<file path="config.mk">
export PLATFORM = sky130hd
export DESIGN_NAME = add_rs_cdb_listener
export DESIGN_NICKNAME = d
export VERILOG_FILES = /design/src/rtl/add_rs_cdb_listener.sv
export SDC_FILE = /design/constraint.sdc
export NUM_CORES = 1
export LEC_CHECK = 0
export BUFFER_PORTS_ARGS = -buffer_cell sky130_fd_sc_hd__buf_2
export CORE_AREA = 5 5 184 168
export DETAILED_ROUTE_END_ITERATION = 16
export DIE_AREA = 0 0 189 173
export PLACE_DENSITY = 0.69
export SLEW_MARGIN = 10
export SYNTH_ARGS = -nofsm -noshare
export SYNTH_HDL_FRONTEND = slang
export SYNTH_SLANG_ARGS = --single-unit
export TNS_END_PERCENT = 10
</file>
<file path="constraint.sdc">
create_clock -name clk -period 2.95 [get_ports clk]
set_input_delay 0.59 -clock clk [delete_from_list [all_inputs] [get_ports clk]]
set_output_delay 0.59 -clock clk [all_outputs]
set_load 0.01 [all_outputs]
</file>
<file path="src/rtl/add_rs_cdb_listener.sv">
// Three-entry adder reservation station that snoops the common data bus.
// Optional oldest-first dispatch is enabled by defining RS_AGE_PRIORITY_EN.
module add_rs_cdb_listener #(
  parameter int          NUM_ENTRIES = 3,
  parameter logic [3:0]  RS_TAG_BASE = 4'd1,
  parameter int          OP_W        = 3
) (
  input  logic            clk,
  input  logic            reset_n,
  input  logic            issue_valid,
  output logic            issue_ready,
  input  logic [OP_W-1:0] issue_op,
  input  logic [31:0]     issue_vj,
  input  logic [31:0]     issue_vk,
  input  logic [3:0]      issue_qj,
  input  logic [3:0]      issue_qk,
  output logic [3:0]      issue_tag,
  input  logic [31:0]     cdb_data,
  input  logic [3:0]      cdb_tag,
  input  logic            cdb_valid,
  output logic            dispatch_valid,
  input  logic            dispatch_ready,
  output logic [OP_W-1:0] dispatch_op,
  output logic [31:0]     dispatch_a,
  output logic [31:0]     dispatch_b,
  output logic [3:0]      dispatch_tag,
  output logic [3:0]      busy_count
);

  localparam int IDX_W = 3;

  typedef enum logic [1:0] {ST_FREE, ST_WAIT, ST_READY, ST_EXEC} ent_state_t;

  ent_state_t      state_q [NUM_ENTRIES];
  logic [OP_W-1:0] op_q    [NUM_ENTRIES];
  logic [31:0]     vj_q    [NUM_ENTRIES];
  logic [31:0]     vk_q    [NUM_ENTRIES];
  logic [3:0]      qj_q    [NUM_ENTRIES];
  logic [3:0]      qk_q    [NUM_ENTRIES];

  logic                   cdb_hit;
  logic                   free_found;
  logic [IDX_W-1:0]       free_idx;
  logic [3:0]             busy;
  logic [NUM_ENTRIES-1:0] rel;
  logic                   rel_any;
  logic [NUM_ENTRIES-1:0] hit_j;
  logic [NUM_ENTRIES-1:0] hit_k;

  logic                   sel_found;
  logic [IDX_W-1:0]       sel_idx;
  logic [OP_W-1:0]        sel_op;
  logic [31:0]            sel_a;
  logic [31:0]            sel_b;
  logic                   better;

  logic                   alloc_fire;
  logic                   disp_fire;
  logic [3:0]             byp_qj;
  logic [3:0]             byp_qk;
  logic [31:0]            byp_vj;
  logic [31:0]            byp_vk;

`ifdef RS_AGE_PRIORITY_EN
  logic [IDX_W-1:0]       age_q [NUM_ENTRIES];
  logic [IDX_W-1:0]       rel_age;
  logic [IDX_W-1:0]       best_age;
  logic [IDX_W-1:0]       alloc_age;
`endif

  function automatic logic [3:0] tag_of(input int idx);
    return RS_TAG_BASE + 4'(idx);
  endfunction

  // Tag 0 means "value present", so a zero-tag broadcast never matches anything.
  assign cdb_hit = cdb_valid && (cdb_tag != 4'd0);

  always_comb begin
    free_found = 1'b0;
    free_idx   = '0;
    busy       = '0;
    rel        = '0;
    rel_any    = 1'b0;
    hit_j      = '0;
    hit_k      = '0;
`ifdef RS_AGE_PRIORITY_EN
    rel_age    = '0;
`endif
    for (int i = 0; i < NUM_ENTRIES; i++) begin
      if (state_q[i] == ST_FREE) begin
        if (!free_found) begin
          free_found = 1'b1;
          free_idx   = IDX_W'(i);
        end
      end else begin
        busy = busy + 4'd1;
      end
      if (state_q[i] == ST_EXEC && cdb_hit && cdb_tag == tag_of(i)) begin
        rel[i]  = 1'b1;
        rel_any = 1'b1;
`ifdef RS_AGE_PRIORITY_EN
        rel_age = age_q[i];
`endif
      end
      hit_j[i] = cdb_hit && (qj_q[i] == cdb_tag);
      hit_k[i] = cdb_hit && (qk_q[i] == cdb_tag);
    end
  end

  always_comb begin
    sel_found = 1'b0;
    sel_idx   = '0;
    sel_op    = '0;
    sel_a     = '0;
    sel_b     = '0;
    better    = 1'b0;
`ifdef RS_AGE_PRIORITY_EN
    best_age  = '1;
`endif
    for (int i = 0; i < NUM_ENTRIES; i++) begin
`ifdef RS_AGE_PRIORITY_EN
      better = !sel_found || (age_q[i] < best_age);
`else
      better = !sel_found;
`endif
      if (state_q[i] == ST_READY && better) begin
        sel_found = 1'b1;
        sel_idx   = IDX_W'(i);
        sel_op    = op_q[i];
        sel_a     = vj_q[i];
        sel_b     = vk_q[i];
`ifdef RS_AGE_PRIORITY_EN
        best_age  = age_q[i];
`endif
      end
    end
  end

  assign issue_ready    = free_found;
  assign issue_tag      = RS_TAG_BASE + 4'(free_idx);
  assign busy_count     = busy;
  assign dispatch_valid = sel_found;
  assign dispatch_op    = sel_op;
  assign dispatch_a     = sel_a;
  assign dispatch_b     = sel_b;
  assign dispatch_tag   = sel_found ? (RS_TAG_BASE + 4'(sel_idx)) : 4'd0;

  assign alloc_fire = issue_valid && free_found;
  assign disp_fire  = sel_found && dispatch_ready;

  // An issue that names the tag being broadcast this cycle takes the value directly.
  assign byp_qj = (cdb_hit && issue_qj == cdb_tag) ? 4'd0     : issue_qj;
  assign byp_vj = (cdb_hit && issue_qj == cdb_tag) ? cdb_data : issue_vj;
  assign byp_qk = (cdb_hit && issue_qk == cdb_tag) ? 4'd0     : issue_qk;
  assign byp_vk = (cdb_hit && issue_qk == cdb_tag) ? cdb_data : issue_vk;

  always_ff @(posedge clk or negedge reset_n) begin
    if (!reset_n) begin
      for (int i = 0; i < NUM_ENTRIES; i++) begin
        state_q[i] <= ST_FREE;
        op_q[i]    <= '0;
        vj_q[i]    <= '0;
        vk_q[i]    <= '0;
        qj_q[i]    <= '0;
        qk_q[i]    <= '0;
      end
    end else begin
      for (int i = 0; i < NUM_ENTRIES; i++) begin
        case (state_q[i])
          ST_FREE: begin
            if (alloc_fire && free_idx == IDX_W'(i)) begin
              op_q[i]    <= issue_op;
              vj_q[i]    <= byp_vj;
              vk_q[i]    <= byp_vk;
              qj_q[i]    <= byp_qj;
              qk_q[i]    <= byp_qk;
              state_q[i] <= (byp_qj == 4'd0 && byp_qk == 4'd0) ? ST_READY : ST_WAIT;
            end
          end
          ST_WAIT: begin
            if (hit_j[i]) begin
              qj_q[i] <= 4'd0;
              vj_q[i] <= cdb_data;
            end
            if (hit_k[i]) begin
              qk_q[i] <= 4'd0;
              vk_q[i] <= cdb_data;
            end
            if ((qj_q[i] == 4'd0 || hit_j[i]) && (qk_q[i] == 4'd0 || hit_k[i]))
              state_q[i] <= ST_READY;
          end
          ST_READY: begin
            if (disp_fire && sel_idx == IDX_W'(i))
              state_q[i] <= ST_EXEC;
          end
          ST_EXEC: begin
            if (rel[i])
              state_q[i] <= ST_FREE;
          end
          default: state_q[i] <= ST_FREE;
        endcase
      end
    end
  end

`ifdef RS_AGE_PRIORITY_EN
  // Age counts the live entries issued earlier; a release closes the gap it leaves.
  assign alloc_age = IDX_W'(busy - {3'b000, rel_any});

  always_ff @(posedge clk or negedge reset_n) begin
    if (!reset_n) begin
      for (int i = 0; i < NUM_ENTRIES; i++)
        age_q[i] <= '0;
    end else begin
      for (int i = 0; i < NUM_ENTRIES; i++) begin
        if (alloc_fire && free_idx == IDX_W'(i))
          age_q[i] <= alloc_age;
        else if (rel_any && state_q[i] != ST_FREE && !rel[i] && age_q[i] > rel_age)
          age_q[i] <= age_q[i] - 1'b1;
      end
    end
  end
`endif

endmodule

</file>
# Word-level counts from Yosys, hierarchy flattened
# Cells that the tools add are included.
[classes]
addsub = 4
n_mul = 0
div = 0
order_cmp = 0
eq_ne = 42
shifts = 0
mux = 84
n_bitwise = 0
reduce_logical = 66
[op_table]
columns = ["op", "count"]
rows = [
  ["2-to-1 mux 32 bit", 20],
  ["case mux 32 bit (2 select lines)", 6],
  ["2-to-1 mux 4 bit", 17],
  ["case mux 4 bit (2 select lines)", 6],
  ["== test 4 bit", 8],
  ["zero test 4 bit", 8],
  ["logical AND 1 bit", 29],
  ["2-to-1 mux 2 bit", 13],
  ["!= test 2 bit, second input constant", 12],
  ["case mux 2 bit (4 select lines)", 3],
  ["2-to-1 mux 3 bit", 6],
  ["AND reduction 3 bit", 6],
  ["2-to-1 mux 1 bit", 13],
  ["== test 2 bit, second input constant", 6],
  ["!= test 2 x 1 -> 1 bit, second input constant", 6],
  ["AND reduction 4 bit", 3],
  ["adder 1 x 3 -> 4 bit, first input constant", 2],
  ["adder 4 x 1 -> 4 bit, second input constant", 2],
  ["== test 4 x 2 -> 1 bit, second input constant", 2],
  ["== test 2 x 1 -> 1 bit, second input constant", 3],
  ["== test 3 x 1 -> 1 bit, second input constant", 2],
  ["== test 3 x 2 -> 1 bit, second input constant", 2],
  ["zero test 2 bit", 3],
  ["zero test 3 bit", 2],
  ["6 further kinds", 16],
]
[word_totals]
reg_bits = 231
latch_bits = 0
mem_bits_rw = 0
romBits = 0
input_bits = 116
output_inout_bits = 81
elab_cells = 214
mem_count = 0

# Depth between registers and ports, before layout
[depth]
depth_word = 12
depth_mapped = 11
mapped_depth_nobuf = 9

# Least setup slack after synthesis
# Ideal clock, no wire load.
[synth_timing]
path_kind = "reg2reg"
from = "reg state_q[4] (netlist bit)"
to = "reg vj_q[57] (netlist bit)"
setup_ps = 125
t_arrival_ps = 2598
required_time_ps = 2825
slack_ps = 227
stages_incl_launch_ff = 11
path_buffers = 1
period_less_slack_ps = 2723
cell_sequence = "dfrtp_1 > inv_1 > ha_1 > inv_1 > ha_1 > nand2b_1 > nand4_1 > a21boi_2 > a21oi_2 > buf_2 > mux2_2"
[synth_between]
elab_cells_between_ends = 13
cone_classes = "2 x eq/ne; 7 x mux; 4 x reduce/logical"
[synth_lines]
columns = ["item", "line_no", "source"]
rows = [
  ["from (decl)", "34", "ent_state_t state_q [NUM_ENTRIES];"],
  ["from (signal, indexed assignment)", "177", "state_q[i] <= (byp_qj == 4'd0 && byp_qk == 4'd0) ? ST_READY : ST_WAIT;"],
  ["zero test 2 bit", "90", "if (state_q[i] == ST_FREE) begin"],
  ["2-to-1 mux 1 bit (3 in a row)", "90", ""],
  ["named net issue_ready", "11", "output logic issue_ready,"],
  ["logical AND 1 bit", "148", "assign alloc_fire = issue_valid && free_found;"],
  ["logical AND 1 bit", "171", "if (alloc_fire && free_idx == IDX_W'(i)) begin"],
  ["!= test 2 x 1 -> 1 bit (no source line)", "n/a", ""],
  ["AND reduction 3 bit (no source line)", "n/a", ""],
  ["to (signal, indexed assignment)", "173", "vj_q[i] <= byp_vj;"],
  ["to (signal, indexed assignment)", "183", "vj_q[i] <= cdb_data;"],
  ["to (decl)", "36", "logic [31:0] vj_q [NUM_ENTRIES];"],
]
# The timed path passes the listed nets, and every way through them passes these cells.
# A chain may end at the register's enable or synchronous reset.

# Worst setup path in the final report
[layout_timing]
from = "reg state_q[2] (netlist bit)"
to = "out dispatch_b[31]"
[layout_between]
elab_chain_len = 6
elab_cells_between_ends = 7
cone_classes = "1 x eq/ne; 3 x mux; 3 x reduce/logical"
[layout_rtl]
columns = ["item", "line_no", "source"]
rows = [
  ["== test 2 bit *", "126", "if (state_q[i] == ST_READY && better) begin"],
  ["logical AND 1 bit *", "126", ""],
  ["2-to-1 mux 1 bit", "126", ""],
  ["zero test 1 bit", "124", "better = !sel_found;"],
  ["logical AND 1 bit", "126", ""],
  ["2-to-1 mux 32 bit *", "126", ""],
  ["to (decl)", "25", "output logic [31:0] dispatch_b,"],
]
# Mark *: on every way between the ends. The rest lies on a longest branch, timed or not.

==> flow_metrics.tcl <==
set metrics [dict create \
    status "finished, final reports clean" \
    synthArstFlopShare_pct 100 \
    ios 197 \
    grt_usage_pct 23.2 \
    wire_per_inst_um 20.8 \
    end_kind "output port" \
    die-width_um 189 \
    cts_max_level 1 \
    first_pass_iters 5 \
    p_comb_share_pct 55.1 \
    p_clk_share_pct 16.4 \
    pwr_density_cell_mw_per_mm2 1240 \
    ys_warn_count 0 \
    min_period_ns 2.87 \
    grt_max_degree 65 \
    worst_slew_pin_slew_ns 0.653 \
    cts_buffers 26 \
    startpoint "state_q[2]" \
    rsz0062_at_grt "false" \
    slowest_delay_ns 0.40 \
    hold_violations 0 \
    ant_nets 0 \
    syn2layout_area_growth_pct 18.8 \
    power_mw 20.3 \
    clk_latency_ns 0.54 \
    grt_pass1_wl_mm 61.9 \
    min_period_over_period_pct 97.4 \
    drt-total-wl_mm 39.2 \
    swShare_pct 39.8 \
    clock_skew_ns 0.0193 \
    critPathLaunchType "flip-flop" \
    tns_ns 0 \
    grt_pass1_vias 11000 \
    root_buffer "clkbuf_16" \
    fin_ws_ns 0.0765 \
    worstRegToRegCells 10 \
    crit_family "buffers and inverters" \
    initial_core_util_pct 48.2 \
    clock-sinks 231 \
    drc 0 \
    synthCells 1306 \
    drt_iter0_drc 705 \
    r2r_start "state_q[3]" \
    p_sw_mw 8.09 \
    ys_seq_elements 231 \
    dpl_worst_slack_ns 0.179 \
    slew_headroom_pct 56.3 \
    crit_chain "inv_2, ha_4, buf_4, nor2b_2, a22oi_1, o21ai_1, buf_2" \
    vias 10800 \
    worst-setup-path-type "flip-flop to output port" \
    cts_tree "built" \
    synth.distinct_cells 54 \
    die_h_um 173 \
    worstPathRequired_ns 2.36 \
    antenna_found_initial 4 \
    p_leak_nw 7.30 \
    crit_slowest_cell "dfrtp_1" \
    syn_area_mm2 0.0138 \
    placed_cells 1827 \
    finalNetCount 1631 \
    slew_viol_final 0 \
    r2r_end "vj_q[61]" \
    drive_above_1_share_pct 38.7 \
    fp.dieArea_mm2 0.0327 \
    p_int_mw 12.2 \
    dp_hpwl_mm 26.2 \
    r2r_slack_ns 0.18 \
    worst-path-stages 7 \
    path_buf_inv 3 \
    rows 59 \
    synth_edf_count 0 \
    cts_max_path_buffers 3 \
    ir_drop_v 0.000629 \
    maxCapViolCount 0 \
    setup_viol 0 \
    min_path_type "input port to async pin" \
    layout.cells.non_filler 1882 \
    cp_max_fo 5 \
    drt-vias-per-instance 5.72 \
    io_buffer_count 192 \
    core_area_mm2 0.0287 \
    path_clk_slew_ns 0.06 \
    gp_congestion 0.851 \
    cp_data_arrival_time_ns 2.28 \
    max_freq_mhz 348 \
    synth_ff_type "dfrtp_1" \
    grt_overflow 0 \
    syn_area_per_cell_um2 10.6 \
    ys_seq_area_share_pct 41.8 \
    whs_ns 0.0320 \
    seq_power_share_pct 28.5 \
]
stage by stage:
stage	utilization (%)	area (um^2)
after detailed placement	53.8	15500
after CTS	57.1	16400
after global placement	53.8	15500
final	57.2	16400
after global routing	57.2	16400
after floorplan	-	13800
flip-flops by register name (all words and copies together) (netlist names):
| signal | count |
|---|---|
| qj_q | 12 |
| qk_q | 12 |
| vj_q | 96 |
| state_q | 6 |
| op_q | 9 |
| vk_q | 96 |
how the worst max path moves through the flow:
stage | end | slack (ns)
6_report | dispatch_b[31] | 0.08
5_1_grt | state_q[5] | 0.01
4_1_cts | dispatch_a[22] | 0.03
3_5_place_dp | vk_q[39] | 0.18
3_3_place_gp | state_q[5] | 0.19
2_1_floorplan | vj_q[57] | 0.23
cell usage after synthesis (2+ instances only):
library cell  count  area [um^2]
a21oi_1         130          651
a21oi_2           5         43.8
a21oi_4           3         48.8
a221o_1           2         20.0
a22oi_1           3         22.5
buf_1             8         30.0
buf_2            16         80.1
buf_4            17          128
buf_6            17          191
clkbuf_1         39          146
dfrtp_1         231         5780
ha_1             18          225
inv_1            33          124
mux2_1           72          811
mux2_2          250         2820
mux2_4           12          180
mux2i_1          54          541
nand2_1         158          593
nand2b_1          3         18.8
nand3_1          10         50.1
nand4_1           3         18.8
nand4b_1          2         17.5
nor2_1           68          255
nor2b_1           2         12.5
nor3_1            2         10.0
nor4_1            3         18.8
nor4_2            2         25.0
nor4_4            2         42.5
o21a_1            2         15.0
o21ai_0          72          360
o22ai_1           5         31.3
o31ai_1           4         30.0
o41a_1            2         22.5
o41ai_1           4         35.0
or3_1             2         12.5
or4_1             2         15.0
xnor2_1           6         52.6
xor2_1           26          228
placed cells by master (no fill, tap or decap), drive strengths merged, types with 3 or more instances in the layout:
master and instances:
mux2 334, buf 256, dfrtp 231, nand2 158, a21oi 138, o21ai 73
nor2 69, mux2i 54, clkbuf 34, inv 33, xor2 27, ha 18
nand3 10, clkinv 9, nor4 7, xnor2 6, o22ai 5, o31ai 5
o41ai 4, conb 4, bufinv 4, nand2b 3, a22oi 3, nand4 3
cells by family after synthesis:
logic type      count (synthesis)  share of synthesized area, %
buf+inv                       130                          5.05
mux                           388                          31.4
compound gates                242                          9.90
other cells                     1                        0.0271
flops                         231                          41.8
xor+xnor                       33                          2.14
simple gates                  263                          8.07
fa+ha+maj                      18                          1.63
cell type report:
| cell class | count | area, um^2 |
|---|---|---|
| clock inverters | 13 | 176 |
| well taps | 366 | 458 |
| inverters | 33 | 124 |
| clock buffers | 33 | 687 |
| multi-input cells | 948 | 7490 |
| repair buffers | 257 | 1720 |
| flip-flops and latches | 231 | 5780 |
| fillers | 2484 | 12300 |
| diodes | 1 | 2.50 |
power groups by stage:
stage | registers [mW] | logic, mW | clock network [mW]
2_1_floorplan | 5.54 | 7.75 | 0
3_3_place_gp | 5.70 | 10.8 | 0
3_5_place_dp | 5.80 | 11.0 | 0
4_1_cts | 5.76 | 11.2 | 3.39
5_1_grt | 5.97 | 12.1 | 3.53
6_report | 5.79 | 11.2 | 3.33
worst reg2reg max path: stages (launching register included):
cell,delay (ns)
dfrtp_1,0.43
inv_1,0.13
ha_1,0.27
inv_1,0.11
ha_1,0.21
nand2b_1,0.16
nand4_1,0.17
a21boi_2,0.28
a21oi_4,0.26
buf_4,0.26
mux2_2,0.36
what timing repair did:
action	CTS	global route
hold buffers	0	0
endpoints found under the setup margin	56	16
resized for setup	6	5
gates cloned	0	1
buffers inserted	6	1
pin swaps	1	0
per-layer routing:
layer	track usage (%)	vias to the layer above	wire (um)
li1	-	4958	-
met1	32.8	5398	17900
met2	38.0	341	18200
met3	3.93	67	2380
met4	4.25	6	704
met5	0	-	35
No activity file was read; power rests on OpenSTA's default activity.
